===== src/rtl/lcd_seq_pkg.sv =====
// Shared types, helpers and the default init ROM for the LCD init sequencer.
package lcd_seq_pkg;

   typedef enum logic [1:0] {
      CMD   = 2'b00,
      DATA  = 2'b01,
      DELAY = 2'b10,
      END   = 2'b11
   } entry_t;

   typedef struct packed {
      entry_t     etype;
      logic [9:0] arg;
   } rom_entry_t;

   function automatic logic [31:0] mk_word(input logic dcn, input logic [7:0] data);
      return {23'b0, dcn, data};
   endfunction

   localparam int unsigned INIT_DEPTH = 16;

   // Typical panel bring-up: reset, wake, pixel format, orientation, display on.
   localparam rom_entry_t [0:INIT_DEPTH-1] INIT_ROM = '{
      '{CMD,   10'h001}, '{DELAY, 10'd150}, '{CMD,   10'h011}, '{DELAY, 10'd255},
      '{CMD,   10'h03a}, '{DATA,  10'h055}, '{CMD,   10'h036}, '{DATA,  10'h000},
      '{CMD,   10'h029}, '{DELAY, 10'd100}, '{END,   10'h000}, '{END,   10'h000},
      '{END,   10'h000}, '{END,   10'h000}, '{END,   10'h000}, '{END,   10'h000}
   };

endpackage


===== src/rtl/lcd_init_rom.sv =====
// Synchronous-read init ROM; data_o reflects addr_i from the previous clock.
module lcd_init_rom
   import lcd_seq_pkg::*;
#(
   parameter int unsigned                    ROM_DEPTH = 16,
   parameter int unsigned                    AW        = $clog2(ROM_DEPTH),
   parameter rom_entry_t [0:ROM_DEPTH-1]     CONTENTS  = INIT_ROM
) (
   input  logic          clk_i,
   input  logic [AW-1:0] addr_i,
   output rom_entry_t    data_o
);

   rom_entry_t data_q;

   always_ff @(posedge clk_i) begin
      data_q <= CONTENTS[addr_i];
   end

   assign data_o = data_q;

endmodule


===== src/rtl/lcd_init_sequencer.sv =====
// Walks the init ROM into the spimaster with enforced byte gaps, then hands the
// write port to the host through a waitrequest handshake.
module lcd_init_sequencer
   import lcd_seq_pkg::*;
#(
   parameter int unsigned                BYTE_GAP   = 40,
   parameter int unsigned                DELAY_UNIT = 1000,
   parameter int unsigned                ROM_DEPTH  = 16,
   parameter rom_entry_t [0:ROM_DEPTH-1] ROM_INIT   = INIT_ROM
) (
   input  logic        clk,
   input  logic        resetn,
   input  logic        start,
   input  logic        h_write,
   input  logic [31:0] h_writedata,
   output logic        h_waitrequest,
   output logic        init_done,
   output logic        m_write,
   output logic [31:0] m_writedata
);

   localparam int unsigned    PCW     = (ROM_DEPTH > 1) ? $clog2(ROM_DEPTH) : 1;
   localparam int unsigned    GW      = $clog2(BYTE_GAP + 1);
   localparam int unsigned    DW      = 10 + $clog2(DELAY_UNIT + 1);
   localparam logic [PCW-1:0] PC_LAST = PCW'(ROM_DEPTH - 1);

   typedef enum logic [2:0] {
      ST_FETCH,
      ST_ISSUE,
      ST_GAP,
      ST_DELAY,
      ST_DONE
   } state_t;

   state_t         state_q;
   logic [PCW-1:0] pc_q;
   logic [GW-1:0]  gap_q;
   logic [DW-1:0]  dly_q;
   logic           hvalid_q;
   logic [8:0]     hword_q;

   rom_entry_t     rom_q;
   logic           rom_byte;
   logic           pc_last;
   logic           accept;
   logic [DW-1:0]  dly_load;
   logic           unused_hwd;

   lcd_init_rom #(
      .ROM_DEPTH (ROM_DEPTH),
      .AW        (PCW),
      .CONTENTS  (ROM_INIT)
   ) u_rom (
      .clk_i  (clk),
      .addr_i (pc_q),
      .data_o (rom_q)
   );

   assign pc_last       = (pc_q == PC_LAST);
   assign dly_load      = DW'(rom_q.arg) * DW'(DELAY_UNIT);
   assign h_waitrequest = !(state_q == ST_DONE && gap_q == '0 && !start);
   assign accept        = h_write && !h_waitrequest;
   assign init_done     = (state_q == ST_DONE);
   assign unused_hwd    = ^h_writedata[31:9];

   // The ROM word only lands on the ISSUE edge, so the ROM strobe is decoded from
   // registered state and ROM data; host words come from their own register.
   assign rom_byte    = (state_q == ST_ISSUE) && (rom_q.etype == CMD || rom_q.etype == DATA);
   assign m_write     = rom_byte || hvalid_q;
   assign m_writedata = rom_byte ? mk_word(rom_q.etype == DATA, rom_q.arg[7:0]) :
                        hvalid_q ? {23'b0, hword_q} : '0;

   always_ff @(posedge clk or negedge resetn) begin
      if (!resetn) begin
         state_q  <= ST_FETCH;
         pc_q     <= '0;
         gap_q    <= '0;
         dly_q    <= '0;
         hvalid_q <= 1'b0;
         hword_q  <= '0;
      end else begin
         hvalid_q <= 1'b0;
         unique case (state_q)
            ST_FETCH: state_q <= ST_ISSUE;
            ST_ISSUE: begin
               unique case (rom_q.etype)
                  CMD, DATA: begin
                     gap_q   <= GW'(BYTE_GAP);
                     state_q <= ST_GAP;
                  end
                  DELAY: begin
                     if (rom_q.arg == '0) begin
                        state_q <= pc_last ? ST_DONE : ST_FETCH;
                        pc_q    <= pc_last ? pc_q : pc_q + 1'b1;
                     end else begin
                        dly_q   <= dly_load;
                        state_q <= ST_DELAY;
                     end
                  end
                  END: state_q <= ST_DONE;
               endcase
            end
            ST_GAP: begin
               gap_q <= gap_q - 1'b1;
               if (gap_q <= GW'(1)) begin
                  state_q <= pc_last ? ST_DONE : ST_FETCH;
                  pc_q    <= pc_last ? pc_q : pc_q + 1'b1;
               end
            end
            ST_DELAY: begin
               dly_q <= dly_q - 1'b1;
               if (dly_q <= DW'(1)) begin
                  state_q <= pc_last ? ST_DONE : ST_FETCH;
                  pc_q    <= pc_last ? pc_q : pc_q + 1'b1;
               end
            end
            ST_DONE: begin
               if (start && gap_q == '0) begin
                  state_q <= ST_FETCH;
                  pc_q    <= '0;
               end else if (accept) begin
                  hvalid_q <= 1'b1;
                  hword_q  <= h_writedata[8:0];
                  gap_q    <= GW'(BYTE_GAP);
               end else if (gap_q != '0) begin
                  gap_q <= gap_q - 1'b1;
               end
            end
            default: state_q <= ST_FETCH;
         endcase
      end
   end

endmodule


===== config.mk =====
export PLATFORM = sky130hd
export DESIGN_NAME = lcd_init_sequencer
export DESIGN_NICKNAME = d
export VERILOG_FILES = /design/src/rtl/lcd_seq_pkg.sv /design/src/rtl/lcd_init_rom.sv /design/src/rtl/lcd_init_sequencer.sv
export SDC_FILE = /design/constraint.sdc
export NUM_CORES = 1
export LEC_CHECK = 0
export CAP_MARGIN = 10
export CORE_MARGIN = 2
export CORE_UTILIZATION = 56
export CTS_BUF_LIST = sky130_fd_sc_hd__clkbuf_16
export CTS_CLUSTER_DIAMETER = 50
export DETAILED_ROUTE_END_ITERATION = 6
export HOLD_SLACK_MARGIN = 0.05
export PLACE_DENSITY = 0.8
export SLEW_MARGIN = 20
export SYNTH_ARGS = -nofsm -noshare
export SYNTH_HDL_FRONTEND = slang
export SYNTH_SLANG_ARGS = --single-unit

===== constraint.sdc =====
create_clock -name clk -period 5.61 [get_ports clk]
set_clock_uncertainty 0.2 [all_clocks]
set_input_delay 0.8415 -clock clk [delete_from_list [all_inputs] [get_ports clk]]
set_output_delay 0.8415 -clock clk [all_outputs]
set_load 0.05 [all_outputs]

==> run metrics, run 1 <==
Post-synth EDFFs=0; clock sink count=53; Syn. warnings=0; syn_area_per_cell=8.38 um^2; layout cells sized above 1=4.18%; Seq cells post-synth=53; Post-CTS Setup Repair Bufs=0; Routed WL=10200 um; Die ar.=9100 um^2; Async SR Flop Fraction=81.1%; Clock Tree Buf Depth=2; Critical Path AT=4590 ps; critical path capture point type=flop; post-CTS resize count=0; diodes inserted=0; Tcrit/Tclk final=82.2%; ys flop type=dfrtp_1; height of the die=95.4 um; total CTS buffers=5; H-tree levels=2; FMAX=217 MHz; Max Transition Viols Final=0; Tmin final=approximately 4600 ps; Post-Synthesis Cells=558; Initial DRT Pass Iterations=4; Max Cap Viol=0; WS Path Type=flop to flop; via count=3884; P&R area growth vs syn=8.45%; DRC violations left=0; core area=approximately 8200 um^2; sum of negative setup slack=0 ps; Req. time, crit path=between 5000 and 6000 ps; post-synthesis sequential area ratio=27.3%; PortBufs=24; initial antenna violation count=0; Slew HR=30.3%; CTS tree=yes; fill count=~670; total congestion overflow=0; Final Hold Viols=0; Synth Cell Area=4680 um^2; Via density=around 5.7; placer's final routability congestion estimate=0.894; Hold Path Class=flop to flop; CTS clk-pin slew, worst paths=70 ps; Initial Utilization=57.2%; GRT Total Usage=23.5%; status=completed; # hold bufs at CTS=0; CP Launch Type=flop; Root Driver=clkbuf_16; drt wl/cell=15.0 um; synth unique cells=62; Worst-Margin Slew=about 1000 ps; Post-DP HPWL=7820 um; post-route ant nets=0; Final setup violation count=0; Core Rows=33; vias in the first global route=roughly 3.7k; first-pass GRT wire length=17000 um; Chip Width=95.4 um; largest net degree at the start of global routing=44; final net count=685; num ports=71; CP max FO=5; RSZ-0062 raised after global routing=no; Clk Latency, worst-skew pair=300 ps; Initial DRC Count=182
metal layers:
layer	GRT usage [%]	wire length, um	up-vias
met5	0	0	-
met3	3.24	392	16
met1	31.4	4530	1840
li1	-	-	1914
met2	40.1	5070	114
met4	6.55	179	0
logic make-up after synthesis:
logic type      count (synthesis)  synth area share [%]
mux                             2                 0.428
compound gates                135                  17.6
flops                          53                  27.3
other cells                     1                0.0802
fa+ha+maj                      76                  23.7
buf+inv                        88                  9.04
xor+xnor                       10                  1.87
simple gates                  193                  20.0
critical path, stage by stage, from the launching register on:
cell      delay (ps)
dfxtp_1          460
inv_1            210
ha_1             340
inv_1             60
fa_1             580
fa_1             450
fa_1             520
inv_1             40
ha_1             230
or3_1            410
a21oi_1          260
o21bai_1         150
mux2i_1          170
nor2_1            50
or3_1            370
sequential cells by signal (all words and copies together) (netlist names):
name	flops
dly_q	20
u_rom.data_o	10
hword_q	9
gap_q	6
pc_q	4
state_q	3
hvalid_q	1
metrics by stage:
| stage | cells | utilization (%) | hold slack, ps | setup slack [ps] | area [um^2] |
|---|---|---|---|---|---|
| floorplan | 580 | - | 246 | 1400 | 4760 |
| global placement | 671 | 59.9 | 259 | 1140 | 4890 |
| detailed placement | 671 | 59.9 | 263 | 1050 | 4890 |
| CTS | 679 | 62.0 | 281 | 978 | 5070 |
| global route | 679 | 62.0 | 310 | 786 | 5070 |
| finish | 679 | 62.0 | 276 | 997 | 5070 |
final timing paths:
check	startpoint	to	slack, ps	depth (start not counted)
max in group asynchronous	resetn	hword_q[7]$_DFFE_PN0P_	4480	1
min in group asynchronous	resetn	dly_q[9]$_DFFE_PN0P_	340	1
min reg2reg	hword_q[3]$_DFFE_PN0P_	hword_q[3]$_DFFE_PN0P_	280	2
max	u_rom.data_o[5]$_DFF_P_	dly_q[16]$_DFFE_PN0P_	1000	14
max reg2reg	u_rom.data_o[5]$_DFF_P_	dly_q[16]$_DFFE_PN0P_	1000	14
min	hword_q[3]$_DFFE_PN0P_	hword_q[3]$_DFFE_PN0P_	280	2
area by class of cell:
class                           instances  area (um^2)  share of cell area (%)
Sequential cell                        53         1280                    25.2
Clock inverter                          3         50.0                   0.987
Tap cell                              105          131                    2.59
Multi-Input combinational cell        439         3060                    60.3
Timing Repair Buffer                   25          245                    4.83
Clock buffer                            5          125                    2.47
Inverter                               49          184                    3.63
cell usage in the layout (no fill, tap or decap), types with 3 or more instances in the layout:
| master | instances |
|---|---|
| o21ai_1 | 18 |
| o21a_1 | 3 |
| or3_1 | 8 |
| a21o_1 | 4 |
| a22oi_1 | 5 |
| dfrtp_1 | 43 |
| a31oi_1 | 3 |
| a21oi_1 | 32 |
| nand2b_1 | 5 |
| nand2_1 | 71 |
| o22ai_1 | 6 |
| o221ai_1 | 3 |
| a211oi_1 | 4 |
| nand4_1 | 6 |
| o21ai_0 | 34 |
| nor4_1 | 5 |
| dfxtp_1 | 10 |
| o21bai_1 | 4 |
| fa_1 | 21 |
| nor3_1 | 16 |
| ha_1 | 55 |
| nor2b_1 | 8 |
| nand3_1 | 15 |
| clkbuf_16 | 5 |
| xor2_1 | 5 |
| clkdlybuf4s50_1 | 23 |
| nor2_1 | 43 |
| conb_1 | 23 |
| o211ai_1 | 4 |
| inv_2 | 5 |
| inv_1 | 44 |
| xnor2_1 | 5 |
cell usage after synthesis (2+ instances only):
library cell	n	area [um^2]
nand4_1	6	37.5
nand2b_1	5	31.3
clkbuf_1	10	37.5
o22ai_1	6	37.5
dfrtp_1	43	1080
o21bai_1	4	30.0
nor2b_1	8	50.1
nand2_1	71	267
inv_1	44	165
nor4_2	2	25.0
o221ai_1	3	26.3
mux2i_1	2	20.0
a211o_1	2	17.5
a31oi_1	3	18.8
xor2_1	5	43.8
ha_1	55	688
nor4_1	5	31.3
o211ai_1	4	30.0
dfxtp_1	10	200
nand3_1	15	75.1
xnor2_1	5	43.8
a22oi_1	5	37.5
o2bb2ai_1	2	17.5
o21ai_0	34	170
a21o_1	4	30.0
a211oi_1	4	30.0
o21a_1	3	22.5
a21oi_1	32	160
or3_1	8	50.1
buf_4	23	173
o21ai_1	18	90.1
inv_2	5	18.8
and3_1	2	12.5
nor3_1	16	80.1
fa_1	21	420
nor3b_1	2	15.0
nor2_1	43	161
buf_2	4	20.0
Power of run 1 is left out: the tool's default activity adds up to more than one toggle a clock period on the data nets, which glitch-free logic cannot reach.
==> inputs of run 2 (changes only) <==
--- a/config.mk
+++ b/config.mk
@@ -7,12 +7,12 @@
 export LEC_CHECK = 0
 export CAP_MARGIN = 10
 export CORE_MARGIN = 2
-export CORE_UTILIZATION = 56
+export CORE_UTILIZATION = 50
 export CTS_BUF_LIST = sky130_fd_sc_hd__clkbuf_16
 export CTS_CLUSTER_DIAMETER = 50
 export DETAILED_ROUTE_END_ITERATION = 6
 export HOLD_SLACK_MARGIN = 0.05
-export PLACE_DENSITY = 0.8
+export PLACE_DENSITY = 0.76
 export SLEW_MARGIN = 20
 export SYNTH_ARGS = -nofsm -noshare
 export SYNTH_HDL_FRONTEND = slang
==> constraint.sdc (replaced) <==
create_clock -name clk -period 3.8 [get_ports clk]
set_clock_uncertainty 0.2 [all_clocks]
set_input_delay 0.57 -clock clk [delete_from_list [all_inputs] [get_ports clk]]
set_output_delay 0.57 -clock clk [all_outputs]
set_load 0.05 [all_outputs]
==> run 2 against run 1 <==
  * The run now ends with setup timing left
  * Non-clock buffer count is 43 higher
  * Global-route usage is 1.4 points lower
  * Sequential share of layout area is 1.9 points lower
  * Core utilization is 1.5 points lower
  * Worst hold slack worse by 220 ps
  * Critical path depth is 1 higher
  * Via count is 6.4% higher
  * Die area is 11% higher
  * Final cell count is 7.2% higher
  * Register-to-register slack worse by 1400 ps
  * Routed wire length is 7.6% higher
  * Highest routed layer unchanged
==> run metrics, run 2 (same netlist as run 1, synthesis figures left out) <==
Max Transition Viols Final=0 (unchanged); Hold Path Class=input pin to asynchronous set/reset pin; height of the die=101 um (+5.6%); Initial DRC Count=254 (+40%); layout cells sized above 1=17.8% (+14 points); post-route ant nets=0 (unchanged); clock sink count=53 (unchanged); critical path capture point type=flop; first-pass GRT wire length=18400 um (+8.0%); initial antenna violation count=0 (unchanged); PnR worst setup slack=-398 ps (-1390 ps); PortBufs=24 (unchanged); Initial DRT Pass Iterations=6 (+2); CP max FO=4 (-1); Slew HR=58.8% (+28 points); Clock Tree Buf Depth=2 (unchanged); CTS tree=yes; P&R area growth vs syn=18.6%; RR Startpoint=u_rom.data_o[1]$_SDFF_PP0_; Chip Width=101 um (+5.6%); failing checks=setup timing; FF-to-FF setup slack=-400 ps (-1390 ps); sum of negative setup slack=-2890 ps (-2890 ps); drt wl/cell=15.0 um (+0.39%); GRT Total Usage=22.1% (-1.4 points); via count=4132 (+6.4%); CP Launch Type=flop; H-tree levels=2 (unchanged); Worst-Margin Slew=618 ps (-423 ps); status=complete, but fails checks; final net count=728 (+6.3%); WS Path Type=flop to flop; Clk Latency, worst-skew pair=290 ps (about the same); num ports=71 (unchanged); Max Cap Viol=0 (unchanged); Post-DP HPWL=8150 um (+4.3%); Top reg by flops=dly_q; Req. time, crit path=3760 ps (-1820 ps); diodes inserted=0 (unchanged); Root Driver=clkbuf_16; total congestion overflow=0 (unchanged); met1 Usage GRT=28.7% (-2.8 points); Tcrit/Tclk final=110% (+28 points); Final Hold Viols=0 (unchanged); Critical Path AT=4160 ps (-430 ps); placer's final routability congestion estimate=0.967 (+8.2%); Routed WL=10900 um (+7.6%); most common cell after layout, fill and taps aside=nand2_1; core area=9150 um^2 (+12%); DRC violations left=0 (unchanged); Tmin final=4200 ps (-415 ps); max reg flops=20 (unchanged); largest net degree at the start of global routing=44 (unchanged); RSZ-0062 raised after global routing=yes; Die ar.=10100 um^2 (+11%); Final setup violation count=10 (+10); worst-case reg-to-reg path depth=15 (+1); CTS clk-pin slew, worst paths=70 ps (about the same); GR Layer Usage met2=39.6% (-0.50 points); most frequent cells in the layout=nand2_1, buf_4, ha_1; vias in the first global route=4005 (+8.4%); busiest metal layer after global routing=met2; Core Rows=35 (+6.1%); total CTS buffers=5 (unchanged); fin util=60.6% (-1.5 points); R2R Path End=dly_q[19]$_DFFE_PN0P_; GR Util met3=2.84% (-0.40 points); FMAX=238 MHz (+9.9%); Initial Utilization=51.1% (-6.1 points); Via density=5.68 (-0.78%)
run 2: cell types whose count changed in the layout (fill, tap and decap cells not counted), moves of 4 or more:
cell,before,now
a21oi_1,32,27
buf_4,2,53
clkdlybuf4s50_1,23,13
dfxtp_1,10,4
dfxtp_2,0,4
ha_1,55,51
ha_4,0,4
inv_1,44,37
inv_2,5,12
run 2: final cells by class:
class	count	area, um^2
flip-flops and latches	53	1290
clock inverters	3	43.8
repair buffers	68	551
multi-input cells	439	3210
clock buffers	5	125
well taps	111	139
inverters	49	184
fillers	767	3610
run 2: worst max path at each step:
stage | startpoint | end | slack (ps) | depth (start not counted)
global route | u_rom.data_o[1]$_SDFF_PP0_ | dly_q[19]$_DFFE_PN0P_ | -570 | 15
detailed placement | u_rom.data_o[2]$_DFF_P_ | dly_q[16]$_DFFE_PN0P_ | -400 | 14
CTS | u_rom.data_o[1]$_SDFF_PP0_ | dly_q[16]$_DFFE_PN0P_ | -370 | 14
global placement | u_rom.data_o[1]$_SDFF_PP0_ | dly_q[16]$_DFFE_PN0P_ | -290 | 13
finish | u_rom.data_o[1]$_SDFF_PP0_ | dly_q[19]$_DFFE_PN0P_ | -400 | 15
floorplan | u_rom.data_o[1]$_SDFF_PP0_ | dly_q[16]$_DFFE_PN0P_ | -150 | 13
run 2: layer usage:
layer | share of wire [%] | vias to the layer above | wire, um
met1 | 42 | 1960 | 4600
met4 | 1.2 | 0 | 133
met2 | 52 | 151 | 5710
met5 | 0 | - | 0
met3 | 4.6 | 21 | 502
li1 | - | 2000 | -
run 2: critical path, cell delays in order, from the launching register on:
cell and delay [ps]:
dfxtp_4 360, fa_1 580, xor2_1 190, ha_1 270, fa_1 540, inv_2 40
fa_1 500, inv_2 50, ha_4 230, nand3_1 90, o211ai_1 110, buf_4 170
nor4_4 290, o21bai_2 160, a21oi_2 170, o211ai_1 100
run 2: timing repair:
| action | CTS | global route |
|---|---|---|
| setup buffers | 3 | 3 |
| resized for setup | 11 | 14 |
| hold buffers | 0 | 0 |
| hold endpoints to repair | 0 | 0 |
| endpoints found under the setup margin | 10 | 10 |
| pin swaps | 13 | 12 |
run 2: per-stage QoR:
stage | setup WS [ps] | std cells | hold WS (ps) | instance area (um^2)
4_1_cts | -372 | 725 | 275 | 5470
3_5_place_dp | -398 | 714 | 262 | 5220
5_1_grt | -566 | 728 | 118 | 5550
3_3_place_gp | -292 | 714 | 258 | 5220
6_report | -398 | 728 | 56.3 | 5550
2_1_floorplan | -153 | 580 | 74.4 | 4820
Power of run 2 is left out for the same reason.
